**src/rtl/ex_issue_ctrl.sv**
```systemverilog
// Execute-stage issue controller: decode handshake, mul/div launch/wait, writeback retire, redirect + timed flush.
// Optional macro EX_MD_TIMEOUT_EN adds an MD_WAIT timeout counter and a sticky md_timeout flag.
module ex_issue_ctrl #(
    parameter int FLUSH_CYCLES = 2,
    parameter int MD_TIMEOUT   = 64
) (
    input  logic        clk,
    input  logic        rst,
    input  logic        id_valid,
    input  logic [31:0] id_instr,
    input  logic [31:0] id_pc,
    output logic        id_ready,
    output logic [31:0] ex_instr,
    output logic [31:0] ex_pc,
    input  logic        bt,
    input  logic [31:0] branch_addr,
    output logic        md_start,
    input  logic        md_done,
    output logic        ex_valid,
    input  logic        wb_ready,
    output logic        redirect_valid,
    output logic [31:0] redirect_pc,
    output logic        flush,
    output logic [31:0] retire_count
`ifdef EX_MD_TIMEOUT_EN
    ,
    output logic        md_timeout
`endif
);

    // state   | meaning
    // IDLE    | ready for an instruction from decode
    // EXEC    | result presented to writeback, waiting for wb_ready
    // MD_WAIT | mul/div launched, waiting for md_done
    // FLUSH   | redirect issued, holding flush for FLUSH_CYCLES
    localparam logic [1:0] S_IDLE    = 2'd0;
    localparam logic [1:0] S_EXEC    = 2'd1;
    localparam logic [1:0] S_MD_WAIT = 2'd2;
    localparam logic [1:0] S_FLUSH   = 2'd3;

    logic [1:0] state;
    logic       md_first;
    logic [3:0] flush_cnt;
    logic       is_br;
    logic       is_jmp;
    logic       accept_md;
    logic       retire;
    logic       take;
    logic       md_done_ok;
    logic       md_exit;

    assign accept_md = (id_instr[6:0] == 7'b0110011) && (id_instr[31:25] == 7'b0000001);
    assign is_br     = (ex_instr[6:0] == 7'b1100011);
    assign is_jmp    = (ex_instr[6:0] == 7'b1101111) || (ex_instr[6:0] == 7'b1100111);

    assign id_ready       = !rst && (state == S_IDLE);
    assign ex_valid       = !rst && (state == S_EXEC);
    assign md_start       = !rst && (state == S_MD_WAIT) && md_first;
    assign flush          = !rst && (state == S_FLUSH);
    assign retire         = ex_valid && wb_ready;
    assign take           = retire && (is_jmp || (is_br && bt));
    assign redirect_valid = take;
    assign redirect_pc    = branch_addr;

    // The launch cycle never counts as completion, even if md_done is already high.
    assign md_done_ok = (state == S_MD_WAIT) && !md_first && md_done;

`ifdef EX_MD_TIMEOUT_EN
    logic [7:0] md_cnt;
    logic       md_tmo_hit;
    assign md_tmo_hit = (state == S_MD_WAIT) && (md_cnt == 8'(MD_TIMEOUT - 1));
    assign md_exit    = md_done_ok || md_tmo_hit;

    always_ff @(posedge clk) begin
        if (rst) begin
            md_cnt     <= 8'd0;
            md_timeout <= 1'b0;
        end else if (state == S_IDLE) begin
            md_cnt <= 8'd0;
        end else if (state == S_MD_WAIT) begin
            md_cnt <= md_cnt + 8'd1;
            if (md_tmo_hit && !md_done_ok) md_timeout <= 1'b1;
        end
    end
`else
    assign md_exit = md_done_ok;
`endif

    always_ff @(posedge clk) begin
        if (rst) begin
            state        <= S_IDLE;
            ex_instr     <= 32'd0;
            ex_pc        <= 32'd0;
            retire_count <= 32'd0;
            flush_cnt    <= 4'd0;
            md_first     <= 1'b0;
        end else begin
            case (state)
                S_IDLE: begin
                    if (id_valid) begin
                        ex_instr <= id_instr;
                        ex_pc    <= id_pc;
                        md_first <= accept_md;
                        state    <= accept_md ? S_MD_WAIT : S_EXEC;
                    end
                end
                S_MD_WAIT: begin
                    md_first <= 1'b0;
                    if (md_exit) state <= S_EXEC;
                end
                S_EXEC: begin
                    if (retire) begin
                        retire_count <= retire_count + 32'd1;
                        if (take) begin
                            flush_cnt <= 4'(FLUSH_CYCLES);
                            state     <= S_FLUSH;
                        end else begin
                            state <= S_IDLE;
                        end
                    end
                end
                default: begin
                    flush_cnt <= flush_cnt - 4'd1;
                    if (flush_cnt == 4'd1) state <= S_IDLE;
                end
            endcase
        end
    end

endmodule

```
**config.mk**
```make
export PLATFORM = sky130hd
export DESIGN_NAME = ex_issue_ctrl
export DESIGN_NICKNAME = d
export VERILOG_FILES = /design/src/rtl/ex_issue_ctrl.sv
export SDC_FILE = /design/constraint.sdc
export NUM_CORES = 1
export LEC_CHECK = 0
export CAP_MARGIN = 20
export CORE_ASPECT_RATIO = 1.2
export CORE_MARGIN = 1.5
export CORE_UTILIZATION = 40
export CTS_CLUSTER_DIAMETER = 30
export CTS_CLUSTER_SIZE = 28
export DETAILED_ROUTE_END_ITERATION = 10
export PLACE_DENSITY = 0.82
export SLEW_MARGIN = 30
export SYNTH_ARGS = -nofsm -noshare
export SYNTH_HDL_FRONTEND = slang
export SYNTH_SLANG_ARGS = --single-unit
```
**constraint.sdc**
```tcl
create_clock -name clk -period 2.6 [get_ports clk]
set_clock_uncertainty 0.2 [all_clocks]
set_input_delay 0.26 -clock clk [delete_from_list [all_inputs] [get_ports clk]]
set_output_delay 0.26 -clock clk [all_outputs]
set_load 0.1 [all_outputs]
```
==> results.cfg, run 1 <==
[timing]
finalSetupViolations = 0
period_needed_ps = 2330
rsz0062_at_grt = no
fin_crit_sh_pct = 89.6
clock.fmax_mhz = 429
tightestPinTransition_ps = 981
setup_tns_ps = 0
finalMaxSlewViolations = 0
holdWs_ps = 54.7
slew_headroom_pct = 34.6
hold_viol = 0

[clocking]
cts_tree = done
cts_sinks = 103
post_cts_buffers = 0
cts_buffers = 9
clk_pin_slew_ps = 70
root_buffer = clkbuf_16
insertion_delay_ps = 340
cts_resized = 0
holdBufCountCts = 0
h-tree-depth = 3
clk_path_buf_depth = 2

[detailed_routing]
vias = 4371
drc = 0
dr.pass1.iters = 4
ant_nets = 0
wire_per_inst_um = 14.6
drt_iter0_drc = 214
wl_mm = 11.9
vias_per_cell = 5.34

[worst_setup_path]
crit_path_end_kind = primary output
max_stage_delay_ps = 440
path_cells = buf_4 -> nor3b_4 -> nand2_1 -> nor2_2 -> buf_12
cp_slowest_cell = dfxtp_1
crit_family = simple AND/OR/NAND/NOR gates
worstPathArrival_ps = 1870
criticalPathCategory = reg2out
worstPathRequired_ps = 2140
cp-start-kind = register
cp.buffers_inverters = 2
path_max_fanout = 17

[power_and_ir_drop]
p_per_area_nw_per_um2 = 658
p_leak_nw = 2.47
ir_drop_v = 0.000342

[synthesis]
avgSynthCellArea_um2 = 8.08
synth_edf_count = 0
syn-num-nets = 666
postSynthCellCount = 561
synth-main-ff-cell = dfxtp_1
synth_cell_types = 49
async_reset_ff_share_pct = 0
syn_area_um2 = 4540
synth-seq-cells = 103
ys_warn_count = 0
seq_area_frac_synth_pct = 45.5

[global_routing]
antenna_found_initial = 0
grt_pass1_wl_mm = 19.4
grt_max_degree = 95
grt_usage_pct = 20.1
grt_pass1_vias = 4202
grt_overflow = 0

[cells_and_area]
final_common_cell = nand2_1
final_cell_mix = nand2_1 (147), buf_4 (105), dfxtp_1 (103), a21oi_1 (81), clkdlybuf4s50_1 (68)
fill_cells = 984
instances_no_fill = 819
seqCellArea_um2 = 2060
multi_input_area_um2 = 2090
drive_gt1_share_pct = 20.7
synthToLayoutAreaGrowth_pct = 37.4
diodes = 0
nets = 788
final_util_pct = 56.5

[min_path]
hp-class = in2reg

[die]
core-area_um2 = 11000
start_util_pct = 41.1
ios = 235
dieArea_um2 = 12000
num_rows = 42
die_h_um = 120
die_w_um = 100

[placement]
place.gp.congestion = 0.776
dpl.cell_count = 804
port_buffers = 170
post-dp-hpwl_mm = 8.80

[run]
maxCapViolations = 0

[status]
outcome = completed
## synthesized netlist by cell type (6+ instances only)
library cell    n  share of area, %
nand2_1       148                12
dfxtp_1       103                45
a21oi_1        81               8.9
buf_4          34               5.6
clkbuf_1       27               2.2
nor2_1         18               1.5
o21ai_0        10               1.1
nand3_1         9              0.99
nand4_1         9               1.2
or3_1           8               1.1
o31ai_1         7               1.2
or4_1           7               1.2
nor2b_1         6              0.83
xor2_1          6               1.2
## area by class of cell
class                   count  area share [%]
well taps                 132            2.65
inverters                   6           0.361
clock inverters             3           0.683
clock buffers              12            4.12
repair buffers            179            25.5
flip-flops and latches    103            33.1
multi-input cells         384            33.6
## worst register-to-register path, cell delays in order, from the launching register on
cell,delay (ps)
dfxtp_1,410
and4_1,370
nand4_1,370
nor4_1,340
mux2_2,370
## power by group
| group | switching, mW | total [mW] | internal, mW | leakage, nW |
|---|---|---|---|---|
| registers | 0.0446 | 1.70 | 1.65 | 0.840 |
| clock network | 0.574 | 1.37 | 0.793 | 0.145 |
| logic | 0.764 | 1.04 | 0.274 | 1.48 |
## kinds of logic (layout without fill, tap and decap cells)
| family | Yosys count | count (layout) | synth area share [%] |
|---|---|---|---|
| XOR/XNOR | 7 | 7 | 1.35 |
| adder cells (fa/ha/maj) | 3 | 3 | 0.828 |
| AND/OR/NAND/NOR | 243 | 243 | 25.5 |
| flip-flops | 103 | 103 | 45.5 |
| AO/OA/AOI/OAI | 124 | 124 | 16.0 |
| buffers and inverters | 74 | 200 | 9.21 |
| multiplexers | 7 | 7 | 1.68 |
## through the flow
| stage | power [mW] | area (µm²) | setup slack (ps) |
|---|---|---|---|
| floorplan | 2.71 | 4570 | -460 |
| finish | 4.10 | 6230 | 270 |
| detailed placement | 2.77 | 5930 | 224 |
| global placement | 2.76 | 5930 | 307 |
| CTS | 4.13 | 6230 | 269 |
| global route | 4.27 | 6230 | 143 |
## flip-flops by register name, summed over array words and instances (netlist names)
register and flops:
state 2, md_first 1, ex_pc 32, ex_instr 32, retire_count 32, flush_cnt 4
## worst paths after layout
check             cells past startpoint  slack, ps            start               end
setup / recovery                      5        270         state[0]    redirect_valid
hold / removal                        2         50              rst  retire_count[11]
setup reg to reg                      4        440  retire_count[3]  retire_count[29]
hold reg to reg                       2        250     ex_instr[30]      ex_instr[30]
## layer usage
metal	up-vias	global-route usage (%)	wire length, µm
met5	-	0	0
met4	0	7.39	290
met3	25	7.11	1050
met2	182	33.2	5760
met1	2021	23.8	4850
li1	2143	-	-
No activity file was read; power rests on OpenSTA's default activity.
==> inputs of run 2 (changes only) <==
- TNS_END_PERCENT: unset -> 5
==> run 2 against run 1 <==
  * Sequential power about the same
  * Critical path depth unchanged
  * Sequential share of layout area is essentially flat
  * Highest routed layer unchanged
  * Clock-buffer cell count shrank 1
  * Non-clock buffer count fell by 1
  * Clock power rose by 3%
  * Final cell count unchanged
  * Design area about the same
  * Global-route usage grew 0.26 points
  * Wire length increased by 3.3%
  * Sequential cell count unchanged
  * Critical path type unchanged
==> results.cfg, run 2 (same netlist as run 1, synthesis figures left out) <==
[status]
outcome = completed

[clocking]
root_buffer = clkbuf_16
post_cts_buffers = 0
cts_tree = done
cts_buffers = 9
h-tree-depth = 3
cts_sinks = 103
insertion_delay_ps = 340
holdBufCountCts = 0
clk_pin_slew_ps = 70
cts_resized = 0
clk_path_buf_depth = 2

[die]
dieArea_um2 = 12000
ios = 235
core-area_um2 = 11000
num_rows = 42
start_util_pct = 41.1
die_w_um = 100
die_h_um = 120

[global_routing]
antenna_found_initial = 0
grt_pass1_wl_mm = 19.8
grt_pass1_vias = 4190
grt_overflow = 0
grt_max_degree = 66
grt_usage_pct = 20.3

[cells_and_area]
synthToLayoutAreaGrowth_pct = 37.4
diodes = 0
instances_no_fill = 819
fill_cells = 1011
largestRegisters = ex_instr: 32 flops, ex_pc: 32 flops, retire_count: 32 flops
drive_gt1_share_pct = 20.8
final_util_pct = 56.5
final_common_cell = nand2_1
nets = 787
final_cell_mix = nand2_1 (147), buf_4 (104), dfxtp_1 (103), a21oi_1 (81), clkdlybuf4s50_1 (68)

[run]
maxCapViolations = 0

[worst_setup_path]
worstPathRequired_ps = 2140
criticalPathCategory = reg2out
cp-start-kind = register
worstPathArrival_ps = 1760
r2r_end = retire_count[29]
r2r-start = retire_count[4]
path_max_fanout = 20
reg2reg_depth = 4
rrSetupSlack_ps = 450
crit_path_end_kind = primary output

[detailed_routing]
ant_nets = 0
vias_per_cell = 5.32
drt_iter0_drc = 182
drc = 0
wire_per_inst_um = 15.1
wl_mm = 12.3
vias = 4356
dr.pass1.iters = 4

[timing]
worst_slack_ps = 377
hold_viol = 0
slew_headroom_pct = 67.0
period_needed_ps = 2220
finalMaxSlewViolations = 0
tightestPinTransition_ps = 488
fin_crit_sh_pct = 85.5
finalSetupViolations = 0
clock.fmax_mhz = 450
rsz0062_at_grt = no

[power_and_ir_drop]
p_per_area_nw_per_um2 = 664
p_leak_nw = 2.47
ir_drop_v = 0.000372

[placement]
place_ws_ps = 252
port_buffers = 170
place.gp.congestion = 0.768
dpl.cell_count = 803
post-dp-hpwl_mm = 8.98

[min_path]
hp-class = in2reg
min_from = rst
hold_end = md_first
holdPathStages = 2
[run 2: cell types whose count changed in the layout (fill, tap and decap cells not counted)]
cell	delta
nor4bb_4	-1
nor4bb_2	+1
clkbuf_1	-1
clkinv_4	+1
inv_6	+2
clkinv_2	-1
buf_4	-1
[run 2: final cells by class]
type	count	area, µm²	share of cell area [%]
clock buffers	11	253	4.06
clock inverters	5	63.8	1.02
inverters	6	22.5	0.361
multi-input cells	384	2080	33.4
flip-flops and latches	103	2060	33.1
well taps	132	165	2.65
repair buffers	178	1580	25.4
[run 2: where the power goes]
part | leakage, nW | switching (mW) | internal [mW] | total [mW]
logic | 1.48 | 0.765 | 0.272 | 1.04
registers | 0.840 | 0.0420 | 1.65 | 1.69
clock network | 0.153 | 0.600 | 0.808 | 1.41
[run 2: how the worst max path moves through the flow]
| stage | startpoint | end | slack (ps) |
|---|---|---|---|
| after floorplan | state[1] | md_start | -460 |
| after global placement | wb_ready | retire_count[9] | 310 |
| after detailed placement | wb_ready | retire_count[11] | 250 |
| after CTS | state[0] | redirect_valid | 360 |
| after global routing | state[0] | redirect_valid | 310 |
| final | state[0] | redirect_valid | 380 |
[run 2: stage by stage]
stage | cell area [µm²] | hold slack [ps] | total power [mW] | setup TNS [ps]
floorplan | 4560 | 196 | 2.70 | -921
global placement | 5920 | 244 | 2.75 | 0
detailed placement | 5920 | 249 | 2.77 | 0
CTS | 6230 | 85.4 | 4.18 | 0
global route | 6230 | 93.4 | 4.29 | 0
finish | 6230 | 94.9 | 4.14 | 0
[run 2: worst max-delay path, stage by stage (launching register included)]
cell	delay [ps]
dfxtp_1	320
buf_4	230
nor3b_4	310
nand2_1	180
nor2_2	180
buf_12	190
[run 2: routing by layer]
metal / vias up / wire [µm] / share of wire [%] / global-route usage, %
met5: - / 0 / 0 / 0
met4: 0 / 185 / 1.5 / 7.92
met3: 12 / 905 / 7.3 / 5.18
met2: 175 / 6160 / 50 / 34.6
met1: 2031 / 5090 / 41 / 24.4
li1: 2138 / - / - / -
